File: src/rtl/cordic_scheduler_if.sv
// Bundle of the requester, shared-stage and result signals around the
// CORDIC scheduler. The scheduler takes the slave view; whatever surrounds
// it (requesters, the stage, the result consumer) takes the master view.
interface cordic_scheduler_if #(
  parameter int DATA_W = 16
);
  logic              r0_valid;
  logic              r0_ready;
  logic [DATA_W-1:0] r0_x;
  logic [DATA_W-1:0] r0_y;
  logic [DATA_W-1:0] r0_z;
  logic              r0_mode;

  logic              r1_valid;
  logic              r1_ready;
  logic [DATA_W-1:0] r1_x;
  logic [DATA_W-1:0] r1_y;
  logic [DATA_W-1:0] r1_z;
  logic              r1_mode;

  logic [DATA_W-1:0] st_x;
  logic [DATA_W-1:0] st_y;
  logic [DATA_W-1:0] st_z;
  logic              st_mode;
  logic [2:0]        st_stage;
  logic [DATA_W-1:0] st_x_out;
  logic [DATA_W-1:0] st_y_out;
  logic [DATA_W-1:0] st_z_out;

  logic              out_valid;
  logic              out_ready;
  logic [DATA_W-1:0] out_x;
  logic [DATA_W-1:0] out_y;
  logic [DATA_W-1:0] out_z;
  logic              out_mode;
  logic              out_id;

  modport slave (
    input  r0_valid, r0_x, r0_y, r0_z, r0_mode,
    output r0_ready,
    input  r1_valid, r1_x, r1_y, r1_z, r1_mode,
    output r1_ready,
    output st_x, st_y, st_z, st_mode, st_stage,
    input  st_x_out, st_y_out, st_z_out,
    output out_valid, out_x, out_y, out_z, out_mode, out_id,
    input  out_ready
  );

  modport master (
    output r0_valid, r0_x, r0_y, r0_z, r0_mode,
    input  r0_ready,
    output r1_valid, r1_x, r1_y, r1_z, r1_mode,
    input  r1_ready,
    input  st_x, st_y, st_z, st_mode, st_stage,
    output st_x_out, st_y_out, st_z_out,
    input  out_valid, out_x, out_y, out_z, out_mode, out_id,
    output out_ready
  );
endinterface

File: src/rtl/cordic_scheduler.sv
// Time-shares one registered CORDIC stage between two requesters. A job is
// accepted from the round-robin winner, walked through N_ITER stage passes
// (issue one cycle, capture the stage result the next) and then held as a
// result until the consumer takes it. Operands pass through untouched.
module cordic_scheduler #(
  parameter int N_ITER = 8
) (
  input logic               clock,
  input logic               reset,
  cordic_scheduler_if.slave bus
);

  localparam int         DATA_W = 16;
  localparam logic [2:0] K_LAST = 3'(N_ITER - 1);

  typedef enum logic [1:0] {
    IDLE,
    ISSUE,
    CAPTURE,
    DONE
  } state_t;

  state_t            state;
  state_t            state_nxt;
  logic [2:0]        k;
  logic [2:0]        k_nxt;
  logic              last_srv;
  logic              gnt0;
  logic              gnt1;
  logic              accept;
  logic [DATA_W-1:0] sel_x;
  logic [DATA_W-1:0] sel_y;
  logic [DATA_W-1:0] sel_z;
  logic              sel_mode;
  logic [DATA_W-1:0] wx;
  logic [DATA_W-1:0] wy;
  logic [DATA_W-1:0] wz;
  logic              wmode;
  logic              wid;
  logic [DATA_W-1:0] st_x_q;
  logic [DATA_W-1:0] st_y_q;
  logic [DATA_W-1:0] st_z_q;
  logic              st_mode_q;
  logic [2:0]        st_stage_q;

  // Round-robin grant: only in IDLE and never while reset is asserted; with
  // both requesters waiting, the one that was not served last wins.
  always_comb begin
    gnt0 = 1'b0;
    gnt1 = 1'b0;
    if (state == IDLE && !reset) begin
      if (bus.r0_valid && (!bus.r1_valid || last_srv)) begin
        gnt0 = 1'b1;
      end else if (bus.r1_valid) begin
        gnt1 = 1'b1;
      end
    end
  end

  assign bus.r0_ready = gnt0;
  assign bus.r1_ready = gnt1;
  assign accept       = gnt0 | gnt1;

  // Operand mux for the granted requester.
  always_comb begin
    sel_x    = bus.r0_x;
    sel_y    = bus.r0_y;
    sel_z    = bus.r0_z;
    sel_mode = bus.r0_mode;
    if (gnt1) begin
      sel_x    = bus.r1_x;
      sel_y    = bus.r1_y;
      sel_z    = bus.r1_z;
      sel_mode = bus.r1_mode;
    end
  end

  // Next-state and iteration counter logic.
  always_comb begin
    state_nxt = state;
    k_nxt     = k;
    case (state)
      IDLE: begin
        if (accept) begin
          state_nxt = ISSUE;
          k_nxt     = 3'd0;
        end
      end
      ISSUE: begin
        state_nxt = CAPTURE;
      end
      CAPTURE: begin
        if (k == K_LAST) begin
          state_nxt = DONE;
        end else begin
          state_nxt = ISSUE;
          k_nxt     = k + 3'd1;
        end
      end
      DONE: begin
        if (bus.out_ready) begin
          state_nxt = IDLE;
        end
      end
      default: begin
        state_nxt = IDLE;
      end
    endcase
  end

  // State and iteration counter registers.
  always_ff @(posedge clock) begin
    if (reset) begin
      state <= IDLE;
      k     <= 3'd0;
    end else begin
      state <= state_nxt;
      k     <= k_nxt;
    end
  end

  // Last-served pointer; starts at 1 so requester 0 wins the first tie.
  always_ff @(posedge clock) begin
    if (reset) begin
      last_srv <= 1'b1;
    end else if (gnt0) begin
      last_srv <= 1'b0;
    end else if (gnt1) begin
      last_srv <= 1'b1;
    end
  end

  // Working registers: loaded on accept, refreshed from the stage on capture.
  always_ff @(posedge clock) begin
    if (reset) begin
      wx    <= '0;
      wy    <= '0;
      wz    <= '0;
      wmode <= 1'b0;
      wid   <= 1'b0;
    end else if (accept) begin
      wx    <= sel_x;
      wy    <= sel_y;
      wz    <= sel_z;
      wmode <= sel_mode;
      wid   <= gnt1;
    end else if (state == CAPTURE) begin
      wx <= bus.st_x_out;
      wy <= bus.st_y_out;
      wz <= bus.st_z_out;
    end
  end

  // Stage drive registers: updated only on entry to ISSUE so that during
  // ISSUE they mirror the working registers and k, and hold otherwise.
  always_ff @(posedge clock) begin
    if (reset) begin
      st_x_q     <= '0;
      st_y_q     <= '0;
      st_z_q     <= '0;
      st_mode_q  <= 1'b0;
      st_stage_q <= 3'd0;
    end else if (accept) begin
      st_x_q     <= sel_x;
      st_y_q     <= sel_y;
      st_z_q     <= sel_z;
      st_mode_q  <= sel_mode;
      st_stage_q <= 3'd0;
    end else if (state == CAPTURE && k != K_LAST) begin
      st_x_q     <= bus.st_x_out;
      st_y_q     <= bus.st_y_out;
      st_z_q     <= bus.st_z_out;
      st_stage_q <= k + 3'd1;
    end
  end

  assign bus.st_x     = st_x_q;
  assign bus.st_y     = st_y_q;
  assign bus.st_z     = st_z_q;
  assign bus.st_mode  = st_mode_q;
  assign bus.st_stage = st_stage_q;

  assign bus.out_valid = (state == DONE);
  assign bus.out_x     = wx;
  assign bus.out_y     = wy;
  assign bus.out_z     = wz;
  assign bus.out_mode  = wmode;
  assign bus.out_id    = wid;

endmodule

File: src/flat_wrapper.sv
// flat-port wrapper written by rule: the top's interface ports become plain ports
module cordic_scheduler_flat 
#(
  parameter int N_ITER = 8
)
  (clock, reset, bus_r0_valid, bus_r0_x, bus_r0_y, bus_r0_z, bus_r0_mode, bus_r0_ready, bus_r1_valid, bus_r1_x, bus_r1_y, bus_r1_z, bus_r1_mode, bus_r1_ready, bus_st_x, bus_st_y, bus_st_z, bus_st_mode, bus_st_stage, bus_st_x_out, bus_st_y_out, bus_st_z_out, bus_out_valid, bus_out_x, bus_out_y, bus_out_z, bus_out_mode, bus_out_id, bus_out_ready);
  cordic_scheduler_if bus_i ();
  input logic clock;
  input logic reset;
  input wire logic [$bits(bus_i.r0_valid)-1:0] bus_r0_valid;
  input wire logic [$bits(bus_i.r0_x)-1:0] bus_r0_x;
  input wire logic [$bits(bus_i.r0_y)-1:0] bus_r0_y;
  input wire logic [$bits(bus_i.r0_z)-1:0] bus_r0_z;
  input wire logic [$bits(bus_i.r0_mode)-1:0] bus_r0_mode;
  output wire logic [$bits(bus_i.r0_ready)-1:0] bus_r0_ready;
  input wire logic [$bits(bus_i.r1_valid)-1:0] bus_r1_valid;
  input wire logic [$bits(bus_i.r1_x)-1:0] bus_r1_x;
  input wire logic [$bits(bus_i.r1_y)-1:0] bus_r1_y;
  input wire logic [$bits(bus_i.r1_z)-1:0] bus_r1_z;
  input wire logic [$bits(bus_i.r1_mode)-1:0] bus_r1_mode;
  output wire logic [$bits(bus_i.r1_ready)-1:0] bus_r1_ready;
  output wire logic [$bits(bus_i.st_x)-1:0] bus_st_x;
  output wire logic [$bits(bus_i.st_y)-1:0] bus_st_y;
  output wire logic [$bits(bus_i.st_z)-1:0] bus_st_z;
  output wire logic [$bits(bus_i.st_mode)-1:0] bus_st_mode;
  output wire logic [$bits(bus_i.st_stage)-1:0] bus_st_stage;
  input wire logic [$bits(bus_i.st_x_out)-1:0] bus_st_x_out;
  input wire logic [$bits(bus_i.st_y_out)-1:0] bus_st_y_out;
  input wire logic [$bits(bus_i.st_z_out)-1:0] bus_st_z_out;
  output wire logic [$bits(bus_i.out_valid)-1:0] bus_out_valid;
  output wire logic [$bits(bus_i.out_x)-1:0] bus_out_x;
  output wire logic [$bits(bus_i.out_y)-1:0] bus_out_y;
  output wire logic [$bits(bus_i.out_z)-1:0] bus_out_z;
  output wire logic [$bits(bus_i.out_mode)-1:0] bus_out_mode;
  output wire logic [$bits(bus_i.out_id)-1:0] bus_out_id;
  input wire logic [$bits(bus_i.out_ready)-1:0] bus_out_ready;
  assign bus_i.r0_valid = bus_r0_valid;
  assign bus_i.r0_x = bus_r0_x;
  assign bus_i.r0_y = bus_r0_y;
  assign bus_i.r0_z = bus_r0_z;
  assign bus_i.r0_mode = bus_r0_mode;
  assign bus_r0_ready = bus_i.r0_ready;
  assign bus_i.r1_valid = bus_r1_valid;
  assign bus_i.r1_x = bus_r1_x;
  assign bus_i.r1_y = bus_r1_y;
  assign bus_i.r1_z = bus_r1_z;
  assign bus_i.r1_mode = bus_r1_mode;
  assign bus_r1_ready = bus_i.r1_ready;
  assign bus_st_x = bus_i.st_x;
  assign bus_st_y = bus_i.st_y;
  assign bus_st_z = bus_i.st_z;
  assign bus_st_mode = bus_i.st_mode;
  assign bus_st_stage = bus_i.st_stage;
  assign bus_i.st_x_out = bus_st_x_out;
  assign bus_i.st_y_out = bus_st_y_out;
  assign bus_i.st_z_out = bus_st_z_out;
  assign bus_out_valid = bus_i.out_valid;
  assign bus_out_x = bus_i.out_x;
  assign bus_out_y = bus_i.out_y;
  assign bus_out_z = bus_i.out_z;
  assign bus_out_mode = bus_i.out_mode;
  assign bus_out_id = bus_i.out_id;
  assign bus_i.out_ready = bus_out_ready;
  cordic_scheduler #(.N_ITER(N_ITER)) u_core (.clock(clock), .reset(reset), .bus(bus_i));
endmodule
File: config.mk
export PLATFORM = sky130hd
export DESIGN_NAME = cordic_scheduler_flat
export DESIGN_NICKNAME = d
export VERILOG_FILES = /design/src/rtl/cordic_scheduler_if.sv /design/src/rtl/cordic_scheduler.sv /design/src/flat_wrapper.sv
export SDC_FILE = /design/constraint.sdc
export NUM_CORES = 1
export LEC_CHECK = 0
export ABC_AREA = 1
export CAP_MARGIN = 20
export CORE_AREA = 2 2 198 103
export CTS_CLUSTER_DIAMETER = 150
export DETAILED_ROUTE_END_ITERATION = 6
export DIE_AREA = 0 0 200 105
export HOLD_SLACK_MARGIN = 0.15
export PLACE_DENSITY = 0.68
export SYNTH_ARGS = -nofsm -noshare
export SYNTH_HDL_FRONTEND = slang
export SYNTH_SLANG_ARGS = --single-unit
File: constraint.sdc
create_clock -name clock -period 1.82 [get_ports clock]
set_input_delay 0.364 -clock clock [delete_from_list [all_inputs] [get_ports clock]]
set_output_delay 0.364 -clock clock [all_outputs]
set_load 0.005 [all_outputs]
==> results.sh <==
export IMPL_p_int_mw=5.324
export IMPL_switching_share_pct=33.48
export IMPL_cts_tree="built"
export IMPL_start_util_pct=36.55
export IMPL_io_buffers=255
export IMPL_cp_arrival_ps=2030
export IMPL_numCtsBuffers=9
export IMPL_dpl_cell_count=1696
export IMPL_async_reset_ff_share_pct=0
export IMPL_p_seq_share_pct=35.5
export IMPL_worst_setup_path_type="flip-flop to flip-flop"
export IMPL_reg2reg_slack_ps=50
export IMPL_dp_final_hpwl_mm=18.46
export IMPL_htree_levels=3
export IMPL_setup_viol=0
export IMPL_hold_viol_final=0
export IMPL_crit_end="u_core.bus.st_y[9]"
export IMPL_drive_gt1_share_pct=6.198
export IMPL_slew_violations=0
export IMPL_drv_cap=0
export IMPL_dr_pass1_iters=5
export IMPL_synth_area_per_cell_um2=5.778
export IMPL_yosysWarnings=0
export IMPL_ys_types=25
export IMPL_tightest_slew_ps=471.4
export IMPL_worstSetupEndpointType="flip-flop"
export IMPL_drcViolationCount=0
export IMPL_ir_drop_v=0.0004228
export IMPL_cp_required_ps=2080
export IMPL_gr_total_overflow=0
export IMPL_switchingPower_mw=2.680
export IMPL_holdWs_ps=498.0
export IMPL_die_width_um=200
export IMPL_grt_pass1_wl_mm=39.41
export IMPL_row_count=36
export IMPL_yosys_top_cells_area="dfxtp_1, nand3_1, inv_1"
export IMPL_drt_wirelength_per_cell_um=14.60
export IMPL_fin_tns_setup_ps=0
export IMPL_num_nets_final=1600
export IMPL_p_leak_nw=5.636
export IMPL_area_growth_pct=50.20
export IMPL_vias_per_cell=4.665
export IMPL_period_needed_ps=1766
export IMPL_ant_nets=0
export IMPL_startpoint_type="flip-flop"
export IMPL_ys_top_cells_by_count="inv_1, nand2_1, nand3_1"
export IMPL_ios=256
export IMPL_yosys_area_top_type_share_pct=30.62
export IMPL_ff2ff_path_depth=10
export IMPL_status="complete, no violations"
export IMPL_dr_first_iter_drc_count=447
export IMPL_p_per_area_nw_per_um2=761.6
export IMPL_wl_mm=25.09
export IMPL_cts_sinks=107
export IMPL_ys_seq_area_share_pct=30.62
export IMPL_netlist_area_um2=6997
export IMPL_cts_root_buf="clkbuf_16"
export IMPL_coreArea_um2=19140
export IMPL_die_h_um=105
export IMPL_clockPowerShare_pct=24.5
export IMPL_holdBufCountCts=0
export IMPL_fmax_mhz=566.4
export IMPL_layout_cells_non_filler=1718
export IMPL_grt_pass1_vias=7424
export IMPL_period_share_pct=97.01
export IMPL_design_die_area_um2=21000
export IMPL_crit_start="u_core.k[0]"
export IMPL_grt_max_degree=48
export IMPL_vias=8014
export IMPL_gp_congestion=0.8167
export IMPL_rsz0062_at_grt="true"
export IMPL_ys_flop_type="dfxtp_1"
export IMPL_skew_ps=6.417
export IMPL_worstHoldStart="u_core.bus.out_id"
export IMPL_cp_max_fo=22
export IMPL_ys_seq_elements=107
export IMPL_clkSlewWorstSetupHoldPaths_ps=70
export IMPL_synth_edff_count=0
export IMPL_clock_latency_ps=350
export IMPL_p_comb_share_pct=40.0
export IMPL_grtUsageTotal_pct=23.96
export IMPL_hold_class="flip-flop to flip-flop"
export IMPL_synth_most_common_cell="inv_1"
export IMPL_yosysTopAreaCell="dfxtp_1"
export IMPL_antennaDiodeCount=0
export IMPL_finalPower_mw=8.004
export IMPL_regToRegEndpoint="u_core.bus.st_y[9]"
export IMPL_syn_inst=1211
export IMPL_antenna_found_initial=0
export IMPL_relSlewSlack_pct=68.57
export IMPL_syn_nets=1364
export IMPL_clock_path_buffers=2
export IMPL_rr_startpoint="u_core.k[0]"
[metrics by stage]
stage,util [%],area [µm²],worst slack [ps]
after global placement,52.83,10110,-367.6
final,54.90,10510,54.43
after global routing,54.90,10510,-26.27
after detailed placement,52.83,10110,-412.6
after floorplan,-,6997,187.6
after CTS,54.56,10450,23.00
[state kept, by name, summed over array words and instances, names as in the netlist]
| register | flops |
|---|---|
| u_core.last_srv | 1 |
| u_core.bus.out_z | 16 |
| u_core.bus.out_id | 1 |
| u_core.bus.st_mode | 1 |
| u_core.state | 2 |
| u_core.k | 3 |
| u_core.bus.st_x | 16 |
| u_core.bus.st_z | 16 |
| u_core.bus.out_y | 16 |
| u_core.bus.st_stage | 3 |
| u_core.bus.out_x | 16 |
| u_core.bus.st_y | 16 |
[how the worst min path moves through the flow]
| stage | cells after the start | endpoint |
|---|---|---|
| finish | 2 | u_core.bus.out_id |
| global route | 2 | u_core.bus.out_id |
| CTS | 2 | u_core.bus.st_stage[2] |
| detailed placement | 2 | u_core.bus.st_stage[2] |
| global placement | 2 | u_core.bus.st_stage[2] |
| floorplan | 1 | u_core.bus.out_id |
[cell usage in the layout, fill, tap and decap left out]
master and instances:
clkinv_4 1, nand3_1 239, a31oi_1 1, nand2_2 4, buf_12 20, a21boi_4 1
a21oi_1 5, clkdlybuf4s50_1 249, clkinvlp_4 1, o21ai_1 1, a211oi_1 1, buf_4 30
nand3b_1 1, inv_2 3, clkinv_1 83, o21ai_0 1, clkbuf_8 3, nand2_4 1
nand3_2 2, nor2_4 1, o21a_1 3, dfxtp_1 103, dlygate4sd2_1 6, nor2_1 13
clkbuf_16 10, buf_6 4, nand2_1 245, a21oi_4 1, inv_1 312, nand3_4 1
dfxtp_2 4, ha_2 1, clkbuf_1 1, nand4_1 97, ha_1 1, clkinv_2 2
[power groups by stage]
stage / sequential [mW] / clock, mW / combinational (mW)
detailed placement: 2.89 / 0 / 3.15
global placement: 2.89 / 0 / 3.10
finish: 2.84 / 1.96 / 3.20
CTS: 2.85 / 2.02 / 3.18
floorplan: 2.89 / 0 / 1.54
global route: 2.88 / 2.13 / 3.57
[final cells by class]
| class | count | area (µm²) |
|---|---|---|
| tap | 266 | 332.8 |
| sequential | 107 | 2147 |
| inverter | 399 | 1499 |
| fill | 1914 | 8635 |
| multi-input combinational | 620 | 2998 |
| clock inverter | 3 | 21.27 |
| clock buffer | 13 | 270.3 |
| timing repair buffer | 310 | 3241 |
[critical path, cell delays in order, from the launching register on]
cell      delay (ps)
dfxtp_2          340
ha_1             170
ha_2             180
nand3b_1         220
buf_4            180
buf_12           160
nand4_1          110
nand2_1           90
clkinv_1         100
nand2_1           80
inv_1             30
[cells by family after synthesis]
| kind of cell | count (synthesis) | share of synthesized area, % |
|---|---|---|
| buf+inv | 484 | 27.34 |
| compound gates | 14 | 1.252 |
| flops | 107 | 30.62 |
| fa+ha+maj | 2 | 0.3576 |
| simple gates | 604 | 40.43 |
[metal layers]
metal	vias up	global-route usage, %	share of wire [%]	wire [µm]
li1	4097	-	-	-
met1	3596	33.20	46	11510
met2	298	36.04	42	10630
met3	23	7.682	11	2669
met4	0	5.185	1.1	277
met5	-	0	0	0
[repair_timing]
item                                    in CTS  in global routing
endpoints found under the setup margin       3                 27
pin swaps                                    1                  1
setup buffers                                4                  1
cloned                                       0                  1
gates resized for setup                     13                  8
Note: power is estimated with default switching activity, not from simulation.
